[config.mk]
export PLATFORM = sky130hd
export DESIGN_NAME = mem_stage
export DESIGN_NICKNAME = d
export VERILOG_FILES = /design/src/rtl/mem_stage.sv
export SDC_FILE = /design/constraint.sdc
export NUM_CORES = 1
export LEC_CHECK = 0
export ABC_AREA = 0
export CORE_AREA = 2 2 165 167
export CTS_CLUSTER_DIAMETER = 150
export DETAILED_ROUTE_END_ITERATION = 6
export DIE_AREA = 0 0 167 169
export HOLD_SLACK_MARGIN = 0.02
export PLACE_DENSITY = 0.72
export SYNTH_ARGS = -nofsm -noshare
export SYNTH_HDL_FRONTEND = slang
export SYNTH_SLANG_ARGS = --single-unit
[constraint.sdc]
create_clock -name clk -period 4.4 [get_ports clk]
set_clock_uncertainty 0.15 [all_clocks]
set_input_delay 1.32 -clock clk [delete_from_list [all_inputs] [get_ports clk]]
set_output_delay 1.32 -clock clk [all_outputs]
set_load 0.005 [all_outputs]
[src/rtl/mem_stage.sv]
// mem_stage: LoongArch MEM stage - load alignment/extension, writeback select, load-data hold across WB stalls,
// CSR/exception pass-through and forwarding/hazard info for ID.
module mem_stage #(
  parameter int EXC_W = 96,
  parameter int EXD_W = 76
) (
  input  logic             clk,
  input  logic             resetn,
  input  logic             ex_to_mem_valid,
  input  logic [EXD_W-1:0] ex_to_mem_data,
  input  logic [EXC_W-1:0] ex_to_mem_excep,
  output logic             mem_allowin,
  input  logic [31:0]      data_sram_rdata,
  input  logic             wb_allowin,
  input  logic             wb_flush,
  output logic             mem_to_wb_valid,
  output logic [69:0]      mem_to_wb_data,
  output logic [EXC_W-1:0] mem_to_wb_excep,
  output logic [38:0]      mem_rf_zip,
  output logic             mem_ex,
  output logic             mem_csr_blk
);
  logic             mem_valid_q, mem_valid_d;
  logic [EXD_W-1:0] data_q, data_d;
  logic [EXC_W-1:0] excep_q, excep_d;
  logic [31:0]      rdata_buf_q, rdata_buf_d;
  logic             rdata_held_q, rdata_held_d;
  logic             ready_go, accept, first_cycle;
  logic             ld_b, ld_h, ld_w, ld_bu, ld_hu, res_from_mem, rf_we;
  logic [4:0]       rf_waddr;
  logic [31:0]      alu_result, pc, rdata_sel, load_data, final_result;
  logic [1:0]       off;
  logic [7:0]       byte_v;
  logic [15:0]      half_v;
  logic             unused_ld_w;

  assign ready_go     = 1'b1;
  assign mem_allowin  = ~mem_valid_q | (ready_go & wb_allowin);
  assign accept       = ex_to_mem_valid & mem_allowin & ~wb_flush;
  assign first_cycle  = mem_valid_q & ~rdata_held_q;

  assign {ld_b, ld_h, ld_w, ld_bu, ld_hu, res_from_mem, rf_we, rf_waddr, alu_result, pc} = data_q;
  assign unused_ld_w = ld_w;

  // SRAM word is only valid in the first MEM cycle; afterwards the buffered copy is used
  assign rdata_sel    = rdata_held_q ? rdata_buf_q : data_sram_rdata;
  assign off          = alu_result[1:0];
  assign byte_v       = rdata_sel[{off, 3'b000} +: 8];
  assign half_v       = off[1] ? rdata_sel[31:16] : rdata_sel[15:0];
  assign load_data    = ld_b  ? {{24{byte_v[7]}}, byte_v} :
                        ld_bu ? {24'b0, byte_v} :
                        ld_h  ? {{16{half_v[15]}}, half_v} :
                        ld_hu ? {16'b0, half_v} : rdata_sel;
  assign final_result = res_from_mem ? load_data : alu_result;

  assign mem_to_wb_valid = mem_valid_q & ready_go & ~wb_flush;
  assign mem_to_wb_data  = {rf_we, rf_waddr, final_result, pc};
  assign mem_to_wb_excep = excep_q;
  assign mem_rf_zip      = {res_from_mem & mem_valid_q, rf_we & mem_valid_q, rf_waddr, final_result};
  assign mem_ex          = mem_valid_q & (excep_q[15] | excep_q[16]);
  assign mem_csr_blk     = mem_valid_q & (excep_q[81] | excep_q[16] | excep_q[15]);

  always_comb begin
    mem_valid_d  = wb_flush ? 1'b0 : mem_allowin ? ex_to_mem_valid : mem_valid_q;
    data_d       = accept ? ex_to_mem_data : data_q;
    excep_d      = accept ? ex_to_mem_excep : excep_q;
    rdata_held_d = accept ? 1'b0 : first_cycle ? 1'b1 : rdata_held_q;
    rdata_buf_d  = first_cycle ? data_sram_rdata : rdata_buf_q;
  end

  always_ff @(posedge clk or negedge resetn) begin
    if (!resetn) begin
      mem_valid_q  <= 1'b0;
      data_q       <= '0;
      excep_q      <= '0;
      rdata_buf_q  <= '0;
      rdata_held_q <= 1'b0;
    end else begin
      mem_valid_q  <= mem_valid_d;
      data_q       <= data_d;
      excep_q      <= excep_d;
      rdata_buf_q  <= rdata_buf_d;
      rdata_held_q <= rdata_held_d;
    end
  end
endmodule

### Word level (Yosys, flattened, before mapping)

Index checks and enable logic that the tools add are counted.

| storage, ports and cells | value |
|---|---|
| register bits | 206 |
| output and inout port bits | 209 |
| bits of input ports | 209 |
| logic and storage cells | 34 |

| operators by class | value |
|---|---|
| reductions and logical operators | 2 |
| bitwise gates (word level) | 15 |
| mux-type cells | 11 |
| shift-type cells | 1 |

Operators with widths:

| cell | number |
|---|---|
| 32-bit two-way mux | 6 |
| 32-bit by 6-bit indexed part select with 8-bit output | 1 |
| 16-bit two-way mux | 1 |
| 1-bit AND | 8 |
| 1-bit two-way mux | 4 |
| 1-bit OR | 4 |
| 2-bit nonzero test | 2 |
| 1-bit inverter | 3 |

### Depth between registers and ports, before layout

Gate-level depths: netlist of the first run.

| depth | value |
|---|---|
| depth in word-level cells | 7 |
| depth in mapped cells | 9 |
| gate-level depth less buffers | 4 |

### Worst setup path after synthesis of the first run

No wires, ideal clock.

| path | value |
|---|---|
| kind | input port to output port |
| start point | input port data_sram_rdata[23] |
| end point | output port mem_to_wb_data[53] |
| arrival | 2736 ps |
| slack | 194 ps |
| data required time | 2930 ps |
| path buffers | 2 |
| stages on the path | 6 |
| cell sequence | mux2_1 -> mux4_2 -> o2bb2ai_2 -> buf_6 -> o22a_1 -> buf_4 |

| between the ends | value |
|---|---|
| cells in the longest elaborated chain, start to end | 4 |

Ends and longest elaborated chain:

| item | RTL line | source |
|---|---|---|
| from (decl) | 13 | `input logic [31:0] data_sram_rdata,` |
| 32-bit two-way mux | 46 | `assign rdata_sel = rdata_held_q ? rdata_buf_q : data_sram_rdata;` |
| 32-bit by 6-bit indexed part select with 8-bit output | 48 | `assign byte_v = rdata_sel[{off, 3'b000} +: 8];` |
| 32-bit two-way mux | 50 | `assign load_data = ld_b ? {{24{byte_v[7]}}, byte_v} :` |
| 32-bit two-way mux | 54 | `assign final_result = res_from_mem ? load_data : alu_result;` |
| to (decl) | 17 | `output logic [69:0] mem_to_wb_data,` |

No other way between the ends.

### Worst setup path in the final report of the first run

| path | value |
|---|---|
| start point | input port data_sram_rdata[15] |
| end point | output port mem_rf_zip[22] |

| between the ends | value |
|---|---|
| cells in the longest elaborated chain, start to end | 6 |
| elaborated cells between the ends (all ways) | 7 |
| those cells by class | shift (1); mux (6) |

Ends and longest elaborated chain:

| item | RTL line | source |
|---|---|---|
| 32-bit two-way mux * | 46 |  |
| branches (longest 3 deep; another with 32-bit by 6-bit indexed part select with 8-bit output) | - |  |
| 32-bit two-way mux * | 50 |  |
| 32-bit two-way mux * | 54 |  |
| to (decl) | 19 | `output logic [38:0] mem_rf_zip,` |

Every way passes the cells marked *.

==> flow_metrics.py, run 1 <==
metrics = {
    "setup_path": {
        "worstSetupPathType": "in -> out",
        "cp-startpoint": "data_sram_rdata[15]",
        "critPathMaxStageDelay_ps": 570,
        "start_kind": "primary input",
        "cpMostUsedCell": "buf_6",
        "cp.arrival_ps": 2990,
        "r2r-start": "rdata_held_q$_DFFE_PN0P_",
        "crit_required_ps": 2930,
        "path_max_fanout": 6,
        "endpoint_kind": "output port",
        "critPathSlowestCell": "mux4_2",
        "crit_chain": "buf_6 > mux2_4 > mux4_2 > o2bb2ai_4 > buf_6 > o22a_1 > buf_2",
    },
    "sta": {
        "final-hold-violation-count": 0,
        "tightest_slew_ps": 782,
        "setup-tns-final_ps": -380,
        "hold_ws_ps": 355,
        "setup_viol": 12,
        "relSlewSlack": 0.479,
        "max_freq_mhz": 224,
        "rsz0062_at_grt": "yes",
        "finalCritPeriodShare": 1.01,
        "layout_setup_ws_ps": -62.0,
        "slew_viol_final": 0,
        "period_needed_ps": 4460,
    },
    "floorplan": {
        "start_util": 0.370,
        "rows": 60,
        "die_h_um": 169,
        "die_width_um": 167,
        "dieArea_mm2": 0.0282,
        "pin_count": 418,
        "core_mm2": 0.0265,
    },
    "cts": {
        "cts_tree": "built",
        "clock-sinks": 205,
        "clkLatencyLatePin_ps": 510,
        "clockRootBuffer": "clkbuf_16",
        "cts_buffers": 24,
        "htree_levels": 1,
        "clockBufferDepth": 3,
        "clkTransAtPathRegs_ps": 60,
    },
    "global_routing": {
        "grt_max_degree": 81,
        "grt_pass1_wl_um": 47100,
        "antenna_found_initial": 3,
        "grt_pass1_vias": 7854,
        "grt_use_total": 0.216,
        "grt_remaining_overflow": 0,
    },
    "synth": {
        "yosysUniqueCellTypes": 32,
        "synth_area_leaders": "dfrtp_1 52%, mux2_2 26%, buf_4 5.8%, mux4_2 4.4%, nand2_1 2.0%",
        "synth_most_common_cell": "mux2_2",
        "syn_area_per_cell_um2": 13.4,
        "synth_seq_area_share": 0.524,
        "synth_top_area_frac": 0.524,
        "synth_edf_count": 0,
        "syn_area_mm2": 0.00980,
        "synth_common_cells": "225 x mux2_2, 205 x dfrtp_1, 76 x buf_4",
        "synth_cells": 730,
        "synth-seq-cells": 205,
        "synthArstFlopShare": 1.00,
        "synthFlopType": "dfrtp_1",
        "synth_warnings": 0,
        "synth_nets": 939,
        "netlist.top_cell.by_area": "dfrtp_1",
    },
    "route": {
        "route.detailed.wl_per_inst_um": 21.2,
        "viasPerCell": 4.97,
        "wl_met3_um": 2900,
        "drtIter0Drc": 419,
        "wirelength_um": 31000,
        "route.detailed.drc": 0,
        "routed.top_layer": "met4",
        "ant_nets": 0,
        "drt_first_pass_iters": 4,
        "drt-met1-wl_um": 11300,
        "wl_met2_um": 16100,
        "dr_total_vias": 7280,
    },
    "place": {
        "hpwl_um": 23000,
        "gp_congestion": 0.835,
        "portBuffers": 416,
        "placed_area_mm2": 0.0140,
    },
    "cells_and_area": {
        "final_core_util": 0.561,
        "layout-drive-gt1-share": 0.368,
        "fill_cells": 2244,
        "fin_area_mm2": 0.0149,
        "area.growth.synth_to_final_pct": 51.7,
        "nets": 1313,
    },
    "power_and_ir_drop": {
        "power.total_mw": 6.71,
        "ir_drop_v": 0.000307,
        "p_leak_nw": 6.26,
        "powerDensity_mw_per_mm2": 452,
    },
    "hold_path": {
        "hp-class": "reg -> reg",
        "worstHoldStart": "mem_to_wb_excep[6]$_DFFE_PN0P_",
    },
    "run_status": {
        "status": "complete, but fails checks",
        "violations": "negative setup slack",
    },
    "run": {
        "drv_cap": 0,
    },
}
==> final timing paths <==
| check | to | slack, ps | depth (start not counted) |
|---|---|---|---|
| max in group asynchronous | data_q[70]$_DFFE_PN0P_ | 2530 | 2 |
| setup reg to reg | rdata_buf_q[10]$_DFFE_PN0P_ | 1980 | 3 |
| hold / removal | mem_to_wb_excep[6]$_DFFE_PN0P_ | 360 | 1 |
| min in group asynchronous | data_q[35]$_DFFE_PN0P_ | 700 | 1 |
| setup / recovery | mem_rf_zip[22] | -60 | 7 |
| hold reg to reg | mem_to_wb_excep[6]$_DFFE_PN0P_ | 360 | 1 |
==> cell families (layout without fill, tap and decap cells) <==
group / after synthesis / in the layout / share of synthesized area
flip-flops: 205 / 205 / 0.524
AND/OR/NAND/NOR: 80 / 80 / 0.0354
AO/OA/AOI/OAI: 62 / 63 / 0.0447
multiplexers: 255 / 255 / 0.314
other: 0 / 2 / 0
buffers and inverters: 128 / 518 / 0.0819
==> flip-flops by register name (all words and copies together) (netlist names) <==
register         count
rdata_held_q         1
data_q              75
mem_to_wb_excep     96
mem_valid_q          1
rdata_buf_q         32
==> critical path, delay by kind of cell <==
kind            cells  cell delay [ps]
compound gates      2              410
buf+inv             3              410
mux                 2              840
==> timing repair <==
item                       in CTS  in global routing
gates cloned                    1                  0
pin swaps                      28                 14
setup endpoints to repair      64                 56
buffers inserted               10                  0
hold buffers                    0                  0
resized for setup             226                 44
==> metrics by stage <==
| stage | cells | worst slack, ps |
|---|---|---|
| 6_report | 1464 | -62.0 |
| 5_1_grt | 1462 | -116 |
| 4_1_cts | 1462 | -44.6 |
| 3_5_place_dp | 1408 | -716 |
| 3_3_place_gp | 1408 | -680 |
| 2_1_floorplan | 730 | 194 |
==> area by class of cell <==
class	count	area, um^2	area share
Antenna cell	2	5.00	0.000337
Clock buffer	39	768	0.0517
Clock inverter	4	45.0	0.00303
Inverter	7	26.3	0.00177
Multi-Input combinational cell	398	4020	0.270
Sequential cell	205	5130	0.345
Tap cell	341	427	0.0287
Timing Repair Buffer	468	4440	0.299
==> cell usage in the layout (no fill, tap or decap), types with 13 or more instances in the layout <==
cell type / n
nand2_1: 50
clkdlybuf4s50_1: 331
dfrtp_1: 203
clkbuf_2: 13
mux2_2: 224
dlygate4sd2_1: 13
clkbuf_16: 25
nor2_1: 15
o22a_1: 16
buf_4: 40
buf_2: 32
mux4_2: 19
==> routing by layer <==
layer | GRT usage | vias to the layer above
met5 | 0 | -
met1 | 0.245 | 3647
met3 | 0.0729 | 46
li1 | - | 3279
met2 | 0.388 | 308
met4 | 0.0581 | 0
==> power breakdown <==
part	internal, mW	total, mW	switching [mW]
Clock	1.24	2.03	0.786
Sequential	2.24	2.49	0.247
Combinational	1.36	2.20	0.836
No activity file was read; power rests on OpenSTA's default activity.
==> inputs of run 2 (changes only) <==
--- a/config.mk
+++ b/config.mk
@@ -6,6 +6,7 @@
 export NUM_CORES = 1
 export LEC_CHECK = 0
 export ABC_AREA = 0
+export CAP_MARGIN = 20
 export CORE_AREA = 2 2 165 167
 export CTS_CLUSTER_DIAMETER = 150
 export DETAILED_ROUTE_END_ITERATION = 6
==> results of run 2 <==
No change in the layout: final DEF, timing and power equal those of run 1.
